### src/rtl/ra_pq_param.sv
// Parametrised register-array priority queue: sorted slots with slot 0 as the head,
// min/max ordering, single-cycle replace, and sticky ovf/unf flags. Optional RA_PQ_HWM_EN adds an hwm output.
module ra_pq_param #(
    parameter int KEY_W     = 8,
    parameter int VAL_W     = 8,
    parameter int DEPTH     = 8,
    parameter int MAX_FIRST = 0
) (
    input  logic                       clk,
    input  logic                       rst_n,
    input  logic                       enq,
    input  logic [KEY_W-1:0]           kin,
    input  logic [VAL_W-1:0]           vin,
    input  logic                       deq,
    input  logic                       clr_err,
    output logic [KEY_W-1:0]           kout,
    output logic [VAL_W-1:0]           vout,
    output logic                       valid,
    output logic                       full,
    output logic                       empty,
    output logic [$clog2(DEPTH+1)-1:0] count,
    output logic                       ovf,
    output logic                       unf
`ifdef RA_PQ_HWM_EN
    ,
    output logic [$clog2(DEPTH+1)-1:0] hwm
`endif
);

    localparam int CW = $clog2(DEPTH+1);

    logic [KEY_W-1:0] key_q [DEPTH];
    logic [KEY_W-1:0] key_d [DEPTH];
    logic [VAL_W-1:0] val_q [DEPTH];
    logic [VAL_W-1:0] val_d [DEPTH];
    logic [DEPTH-1:0] occ_q, occ_d;
    logic [KEY_W-1:0] b_key [DEPTH];
    logic [VAL_W-1:0] b_val [DEPTH];
    logic [DEPTH-1:0] b_occ;
    logic [DEPTH-1:0] go;
    logic [CW-1:0]    count_q, count_d;
    logic             full_q, empty_q, valid_q;
    logic             ovf_q, ovf_d, unf_q, unf_d;
    logic             do_shift, do_ins, seen;

    // Equal keys are never "worse", so a new key lands after all its ties.
    function automatic logic worse(input logic [KEY_W-1:0] a, input logic [KEY_W-1:0] b);
        return (MAX_FIRST != 0) ? (a < b) : (a > b);
    endfunction

    always_comb begin
        do_shift = deq && !empty_q;
        do_ins   = enq && (!full_q || do_shift);

        // Base array: the current slots, moved up by one when the head leaves.
        for (int i = 0; i < DEPTH-1; i++) begin
            b_key[i] = do_shift ? key_q[i+1] : key_q[i];
            b_val[i] = do_shift ? val_q[i+1] : val_q[i];
            b_occ[i] = do_shift ? occ_q[i+1] : occ_q[i];
        end
        b_key[DEPTH-1] = do_shift ? '0   : key_q[DEPTH-1];
        b_val[DEPTH-1] = do_shift ? '0   : val_q[DEPTH-1];
        b_occ[DEPTH-1] = do_shift ? 1'b0 : occ_q[DEPTH-1];

        for (int j = 0; j < DEPTH; j++) begin
            go[j] = !b_occ[j] || worse(b_key[j], kin);
        end

        seen     = do_ins && go[0];
        key_d[0] = seen ? kin  : b_key[0];
        val_d[0] = seen ? vin  : b_val[0];
        occ_d[0] = seen ? 1'b1 : b_occ[0];
        for (int j = 1; j < DEPTH; j++) begin
            if (seen) begin
                key_d[j] = b_key[j-1];
                val_d[j] = b_val[j-1];
                occ_d[j] = b_occ[j-1];
            end else if (do_ins && go[j]) begin
                key_d[j] = kin;
                val_d[j] = vin;
                occ_d[j] = 1'b1;
            end else begin
                key_d[j] = b_key[j];
                val_d[j] = b_val[j];
                occ_d[j] = b_occ[j];
            end
            seen = seen || (do_ins && go[j]);
        end

        count_d = count_q + CW'(do_ins) - CW'(do_shift);
        ovf_d   = (ovf_q && !clr_err) || (enq && !deq && full_q);
        unf_d   = (unf_q && !clr_err) || (deq && !enq && empty_q);
    end

    always_ff @(posedge clk or negedge rst_n) begin
        if (!rst_n) begin
            for (int i = 0; i < DEPTH; i++) begin
                key_q[i] <= '0;
                val_q[i] <= '0;
            end
            occ_q   <= '0;
            count_q <= '0;
            full_q  <= 1'b0;
            empty_q <= 1'b1;
            valid_q <= 1'b0;
            ovf_q   <= 1'b0;
            unf_q   <= 1'b0;
        end else begin
            for (int i = 0; i < DEPTH; i++) begin
                key_q[i] <= key_d[i];
                val_q[i] <= val_d[i];
            end
            occ_q   <= occ_d;
            count_q <= count_d;
            full_q  <= (count_d == CW'(DEPTH));
            empty_q <= (count_d == '0);
            valid_q <= (count_d != '0);
            ovf_q   <= ovf_d;
            unf_q   <= unf_d;
        end
    end

`ifdef RA_PQ_HWM_EN
    logic [CW-1:0] hwm_q;

    // Tracks the registered count, so a new peak shows up one cycle later.
    always_ff @(posedge clk or negedge rst_n) begin
        if (!rst_n) begin
            hwm_q <= '0;
        end else if (clr_err) begin
            hwm_q <= count_q;
        end else if (count_q > hwm_q) begin
            hwm_q <= count_q;
        end
    end

    assign hwm = hwm_q;
`endif

    assign kout  = key_q[0];
    assign vout  = val_q[0];
    assign valid = valid_q;
    assign full  = full_q;
    assign empty = empty_q;
    assign count = count_q;
    assign ovf   = ovf_q;
    assign unf   = unf_q;

endmodule

### config.mk
export PLATFORM = sky130hd
export DESIGN_NAME = ra_pq_param
export DESIGN_NICKNAME = d
export VERILOG_FILES = /design/src/rtl/ra_pq_param.sv
export SDC_FILE = /design/constraint.sdc
export NUM_CORES = 1
export LEC_CHECK = 0
export BUFFER_PORTS_ARGS = -buffer_cell sky130_fd_sc_hd__clkbuf_2
export CORE_MARGIN = 10
export CORE_UTILIZATION = 50
export CTS_CLUSTER_DIAMETER = 200
export DETAILED_ROUTE_END_ITERATION = 8
export GPL_ROUTABILITY_DRIVEN = 0
export PLACE_DENSITY = 0.8
export SYNTH_ARGS = -nofsm -noshare
export SYNTH_HDL_FRONTEND = slang
export SYNTH_SLANG_ARGS = --single-unit
export TNS_END_PERCENT = 100
### constraint.sdc
create_clock -name clk -period 4.1 [get_ports clk]
set_input_delay 0.82 -clock clk [delete_from_list [all_inputs] [get_ports clk]]
set_output_delay 0.82 -clock clk [all_outputs]
set_load 0.03 [all_outputs]
-- Word-level counts from Yosys, hierarchy flattened
Cells that the tools add are included.
- register bits after elaboration: 145
- latch bits: 0
- memory bits (writable): 0
- ROM bits: 0
- input port bits: 21
- output and inout port bits: 25
- word-level logic and storage cells: 152
- memories kept: 0
- add/subtract/negate cells: 2
- multipliers: 0
- divide/modulo/power cells: 0
- magnitude comparators: 8
- eq/ne operators: 1
- shift operators: 0
- mux-type cells: 69
- bitwise operators: 0
- reductions and logical operators: 49
- operators with widths (cell ; number):
    $mux 8 ; 46
    $gt 8x8->1 ; 8
    $mux 1 ; 23
    $logic_or 1x1->1 ; 17
    $logic_and 1x1->1 ; 16
    $logic_not 1->1 ; 13
    $add 4x1->4 ; 1
    $eq 4x4->1 const B ; 1
    $logic_not 4->1 ; 1
    $reduce_bool 4->1 ; 1
    $sub 4x1->4 ; 1
    $reduce_bool 3->1 ; 1

-- Logic depth before layout (Yosys ltp)
Gate-level depths: netlist of the first run.
- depth in word-level cells: 13
- depth in mapped cells: 21
- mapped depth without buffers: 13

-- Worst setup path before layout of the first run
No wires, ideal clock.
- path type: input to register
- start: input deq
- end: register val_q[3] in the netlist's numbering
- setup time: 0.126 ns
- data arrival time: 4.360 ns
- data required time: 3.974 ns
- slack: -0.387 ns
- stages on the path: 19
- buffers on the path: 6
- path through: nand2b_1 buf_6 inv_6 clkbuf_1 buf_1 clkbuf_1 nand2_1 nand2_1 ha_1 a21oi_1 o211ai_1 a2111oi_2 a311o_1 buf_2 nand4_2 nor2_4 buf_4 nor2_1 a221o_1
- longest elaborated chain between the ends: 12
- elaborated cells between the ends (all ways): 61
- classes of those cells: 8 x order compare; 19 x mux; 34 x reduce/logical
- RTL lines (item ; line ; RTL):
    start: declaration ; 14 ; input logic deq,
    $logic_and 1x1->1 (*) ; 52 ; do_shift = deq && !empty_q;
    $mux 8 / $mux 1 (equally long branches) ; 57, 59 ;
    $gt 8x8->1 / $logic_not 1->1 (equally long branches) ; 48, 66 ;
    $logic_or 1x1->1 ; 66 ; go[j] = !b_occ[j] || worse(b_key[j], kin);
    $logic_and 1x1->1, on equally long branches ; 69, 87 ;
    $logic_or 1x1->1 (6 in series) ; 87 ; seen = seen || (do_ins && go[j]);
    $reduce_bool 3->1 (no source line) / $mux 8 (equally long branches) ; - ;
    end signal: indexed assignment ; 111 ; val_q[i] <= val_d[i];
    end: declaration ; 34 ; logic [VAL_W-1:0] val_q [DEPTH];
Mark *: on every way between the ends. The rest lies on a longest branch, timed or not.
A chain may end at the register's enable or synchronous reset.

==> impl_metrics.toml, run 1 <==
[worst_setup_path]
end_kind = "flip-flop"
rrSetupSlack_ns = 0.52
cp.arrival_ns = 3.88
critPathMaxFanout = 43
crit_path_start_kind = "flip-flop"
crit_type = "flip-flop to flip-flop"
critPathRequiredTime_ns = 4.40

[floorplan]
die_width_um = 157.2
coreArea_mm2 = 0.01864
rows = 50
start_util_pct = 50.50
chipHeight_um = 157.2
ios = 46
fp.dieArea_mm2 = 0.02472

[routing]
first_pass_iters = 5
ant_nets = 0
drc = 0
vias = 7688
vias_per_cell = 5.754
wl_per_cell_um = 16.78
routed_wl_um = 22420
drt_iter0_drc = 767

[timing]
fin_skew_ns = 0.008529
rsz0062_at_grt = "false"
tightest_slew_ns = 1.115
final_hold_viol_count = 0
post-route-period-util_pct = 87.38
fin_ws_ns = 0.5176
slew_headroom_pct = 25.57
finalSetupViolations = 0
maxSlewViolCount = 0
finalCriticalPeriod_ns = 3.582
fin_tns_setup_ns = 0
fmax_ghz = 0.2791

[worst_hold_path]
hold_path_class = "input port to async pin"

[place]
pre_cts_slack_ns = 0.2283
dp_hpwl_um = 16180
portBuffers = 45

[clocking]
h-tree-depth = 4
clock_tree.buffer_depth = 2
ctsResizeCount = 0
clock_sinks = 145
post_cts_buffers = 0
cts.clk_slew.worst_paths_ns = 0.06
cts_buffers = 17
insertion_delay_ns = 0.43
cts_root_buf = "clkbuf_16"
cts_tree = "yes"
ctsHoldBuffers = 0

[grt]
gr-total-overflow = 0
gr-usage-all-layers_pct = 18.88
grt_pass1_wl_um = 38380
grt_max_degree = 97
grt_pass1_vias = 7658
antenna_found_initial = 0

[job]
maxCapViolations = 0

[power]
vdd_drop_max_mv = 0.4781
power.density_mw_per_mm2 = 782.2
power.leakage_nw = 5.093

[final_layout]
drive_above_1_share_pct = 11.80
layout_commonest_cell = "nand2_1"
fill_cells = 1594
layout_common_cells = "nand2_1 (209), dfrtp_1 (144), a21oi_1 (120), mux2i_1 (114), nor2_1 (94)"
area_growth_pct = 11.56
n_antenna_cell = 0
fin_nets = 1179

[yosys]
synth.cell_area_mm2 = 0.009415
yosysSeqAreaShare_pct = 38.55
synth_cells = 1077
synthDistinctLibCells = 56
synth-edff-count = 0
synth_seq_cells = 145
yosys_warnings = 0
synthArstFlopShare_pct = 100.0
synth.top_cell.area_share_pct = 38.27
synthTopCellsByArea = "dfrtp_1 (38%), mux2i_1 (12%), ha_1 (9.0%), nand2_1 (8.3%), a21oi_1 (6.4%)"
synth_nets = 1167
synthFlopType = "dfrtp_1"
yosysTopAreaCell = "dfrtp_1"
avgSynthCellArea_um2 = 8.742

[outcome]
outcome = "finished clean"
## final cells by class
type / count / area, µm² / share of cell area (%)
Clock inverter: 7 / 123.9 / 1.179
Sequential cell: 145 / 3630 / 34.56
Multi-Input combinational cell: 815 / 5286 / 50.33
Clock buffer: 25 / 485.5 / 4.622
Tap cell: 234 / 292.8 / 2.787
Inverter: 27 / 106.4 / 1.013
Timing Repair Buffer: 83 / 579.3 / 5.515
## synth_stat cells, types with 2 or more instances
library cell  count
a21o_1            2
o31ai_1           2
xnor2_1           3
buf_4            19
ha_1             68
or3_1             3
o31a_1            2
o32ai_1           4
nand2_1         209
nor2b_1           8
o311ai_4          2
buf_2            12
buf_1             8
dfrtp_1         144
mux2i_1         114
buf_6             3
nand2b_1          3
and4_1            3
and2_1           10
inv_1            26
a211oi_1         12
a221o_1           8
nor3_1            4
o211ai_1         41
clkbuf_1         48
nor2_1           95
a21oi_1         120
o21a_1            2
nand3_1           2
o21ai_0          52
o21ai_1           8
o22ai_1           3
nand4_1          14
## path summary, 6_finish.rpt
path,cells after the start,end,start
min in group clk,1,val_q[3]$_DFFE_PN0P_,val_q[3]$_DFFE_PN0P_
worst min-delay path,1,key_q[45]$_DFF_PN0_,rst_n
max in group asynchronous,2,val_q[19]$_DFF_PN0_,rst_n
worst max register to register,13,val_q[15]$_DFF_PN0_,empty$_DFF_PN1_
worst max-delay path,13,val_q[15]$_DFF_PN0_,empty$_DFF_PN1_
worst min register to register,1,val_q[3]$_DFFE_PN0P_,val_q[3]$_DFFE_PN0P_
## through the flow
step                hold slack, ns  power [mW]  area (µm²)  cells  util (%)
floorplan                   0.4785       5.670        9433   1077         -
global placement            0.4961       6.390        9894   1304     53.07
detailed placement          0.4995       6.568        9894   1304     53.07
CTS                         0.5158       8.217       10500   1336     56.34
global route                0.5267       8.922       10500   1336     56.34
finish                      0.5093       8.216       10500   1336     56.34
## state kept, by name (all words and copies together), names as in the netlist, 4 cells and up
| signal | flops |
|---|---|
| key_q | 56 |
| val_q | 56 |
| kout | 8 |
| occ_q | 8 |
| vout | 8 |
| count | 4 |
## kinds of logic after synthesis
logic type               share of synthesized area (%)
AO/OA/AOI/OAI                                    17.89
XOR/XNOR                                        0.2791
adder cells (fa/ha/maj)                          9.249
buffers and inverters                            5.874
flip-flops                                       38.55
multiplexers                                     12.24
AND/OR/NAND/NOR                                  15.92
## worst max-delay path, stage by stage, from the launching register on
cell and delay [ns]:
dfstp_2 0.54, nand2b_4 0.18, buf_4 0.46, nand2_1 0.15
nand2_1 0.14, ha_1 0.26, a21oi_1 0.17, o21ai_0 0.17
o311ai_4 0.34, buf_4 0.37, nand3_2 0.11, buf_4 0.24
a211oi_1 0.23, a21oi_1 0.06
## power by group
group | internal, mW | switching, mW | total [mW]
registers | 2.16 | 0.435 | 2.59
logic | 1.57 | 2.45 | 4.02
clock network | 1.01 | 0.598 | 1.61
## layer usage
layer / part of all wire, % / track usage [%]
met4: 2.4 / 7.079
met2: 46 / 29.88
met5: 0 / 0
met3: 4.4 / 3.248
met1: 47 / 25.30
Note: power is estimated with default switching activity, not from simulation.
==> run 2, diff against run 1 <==
ABC_AREA = 1   (was default)
==> impl_metrics.toml, run 2 <==
[worst_setup_path]
cp.arrival_ns = 3.91
reg2reg_from = "empty$_DFF_PN1_"
rrSetupSlack_ns = 0.60
critPathMaxFanout = 83
critPathRequiredTime_ns = 4.46
r2r_end = "key_q[3]$_DFF_PN0_"
end_kind = "flip-flop"
crit_type = "input port to flip-flop"
crit_path_start_kind = "input port"
rr_worst_depth = 17

[grt]
antenna_found_initial = 0
grt_max_degree = 85
gr-total-overflow = 0
grt_pass1_wl_um = 39220
grt_pass1_vias = 8118
gr-usage-all-layers_pct = 19.03

[final_layout]
drive_above_1_share_pct = 10.43
fin_nets = 1352
layout_common_cells = "nand2_1 (373), o21ai_0 (152), dfrtp_1 (144), nor2_1 (106), inv_1 (81)"
area_growth_pct = 9.597
n_antenna_cell = 0
layout_commonest_cell = "nand2_1"
final_util_pct = 55.69
top_regs = "key_q: 56 flops, val_q: 56 flops"

[routing]
drc = 0
vias = 8378
first_pass_iters = 5
drt_iter0_drc = 877
routed_wl_um = 23040
wl_per_cell_um = 15.27
ant_nets = 0
vias_per_cell = 5.552

[floorplan]
ios = 46
chipHeight_um = 157.9
fp.dieArea_mm2 = 0.02492
coreArea_mm2 = 0.01871
start_util_pct = 50.81
rows = 50
die_width_um = 157.9

[yosys]
synthFlopType = "dfrtp_1"
yosysSeqAreaShare_pct = 38.19
synth.top_cell.area_share_pct = 37.91
synth_seq_cells = 145
synthTopCellsByArea = "dfrtp_1 (38%), nand2_1 (15%), ha_1 (9.0%), o21ai_0 (8.0%), mux2i_1 (4.6%)"
synth_nets = 1342
avgSynthCellArea_um2 = 7.591
synthTopCellsByCount = "nand2_1 (374), o21ai_0 (152), dfrtp_1 (144), nor2_1 (106), inv_1 (81)"
synthArstFlopShare_pct = 100.0
yosys_warnings = 0
synth-edff-count = 0
yosysTopAreaCell = "dfrtp_1"
synth.cell_area_mm2 = 0.009504
synth_cells = 1252
synthDistinctLibCells = 40
yosys.cell_count.top_type = "nand2_1"

[power]
total_power_mw = 7.904
power.leakage_nw = 5.212
vdd_drop_max_mv = 0.4069
power.density_mw_per_mm2 = 758.8

[job]
maxCapViolations = 0

[clocking]
cts.clk_slew.worst_paths_ns = 0.06
cts_tree = "yes"
ctsResizeCount = 0
h-tree-depth = 4
cts_root_buf = "clkbuf_16"
clock_sinks = 145
cts_buffers = 17
post_cts_buffers = 0
ctsHoldBuffers = 0
clock_tree.buffer_depth = 2
insertion_delay_ns = 0.43

[timing]
rsz0062_at_grt = "false"
fin_tns_setup_ns = 0
fin_skew_ns = 0.006683
finalSetupViolations = 0
tightest_slew_ns = 0.8249
fin_ws_ns = 0.5531
fmax_ghz = 0.2819
final_hold_viol_count = 0
maxSlewViolCount = 0
slew_headroom_pct = 45.01
finalCriticalPeriod_ns = 3.547
post-route-period-util_pct = 86.51

[outcome]
outcome = "finished clean"

[place]
portBuffers = 45
pre_cts_slack_ns = 0.1289
dp_hpwl_um = 16470

[worst_hold_path]
hold_path_class = "input port to async pin"
-- run 2: cell types whose count changed after synthesis, moves of 10 or more --
cell	before	now
nand2_1	209	374
o211ai_1	41	26
inv_1	26	81
a21oi_1	120	50
mux2i_1	114	44
and2_1	10	0
nand3_1	2	22
a211oi_1	12	0
o21ai_0	52	152
nor2_1	95	106
a31oi_1	1	29
clkbuf_1	48	30
-- run 2: how the worst max path moves through the flow --
stage	startpoint	end	depth (start not counted)
floorplan	deq	key_q[5]$_DFF_PN0_	19
global placement	deq	key_q[2]$_DFF_PN0_	20
detailed placement	deq	key_q[3]$_DFF_PN0_	18
CTS	deq	key_q[3]$_DFF_PN0_	18
global route	deq	key_q[6]$_DFF_PN0_	19
finish	deq	key_q[3]$_DFF_PN0_	17
-- run 2: final cells by class --
type | instances | area, µm²
Clock buffer | 20 | 456.7
Clock inverter | 12 | 122.6
Fill cell | 1658 | 8289
Inverter | 90 | 340.3
Multi-Input combinational cell | 941 | 5140
Sequential cell | 145 | 3630
Tap cell | 234 | 292.8
Timing Repair Buffer | 67 | 434.2
-- run 2: metal layers --
metal / global-route usage (%) / wire length (µm)
met1: 25.25 / 10480
met2: 30.36 / 10770
met3: 3.582 / 1285
met4: 6.812 / 505
met5: 0 / 0
-- run 2: metrics by stage --
stage,hold slack (ns),cells,area [µm²]
6_report,0.4468,1509,10420
3_5_place_dp,0.5053,1477,9837
5_1_grt,0.5165,1509,10420
4_1_cts,0.4926,1509,10420
3_3_place_gp,0.4917,1477,9837
2_1_floorplan,0.4791,1252,9504
-- run 2: cell families after synthesis --
family / count (synthesis) / share of synthesized area, %
buffers and inverters: 166 / 7.754
AND/OR/NAND/NOR: 537 / 22.99
adder cells (fa/ha/maj): 69 / 9.163
XOR/XNOR: 3 / 0.2765
multiplexers: 44 / 4.634
AO/OA/AOI/OAI: 288 / 17.00
flip-flops: 145 / 38.19
-- run 2: power breakdown --
part           switching, mW  total [mW]  internal (mW)
combinational           2.53        3.88           1.35
clock                  0.643        1.52          0.880
sequential             0.370        2.50           2.13
total                   3.54        7.90           4.36
-- run 2: critical path, stage by stage --
cell and delay, ns:
clkbuf_2 0.10, inv_2 0.05, nor2_4 0.11, buf_12 0.19, buf_12 0.33, o21ai_0 0.24
ha_1 0.35, nand2_1 0.07, nor2_1 0.13, nand3_1 0.08, o21ai_0 0.14, nand2_1 0.08
nand2_2 0.27, inv_2 0.21, nor2_4 0.42, o21ai_0 0.16, nand2_1 0.10
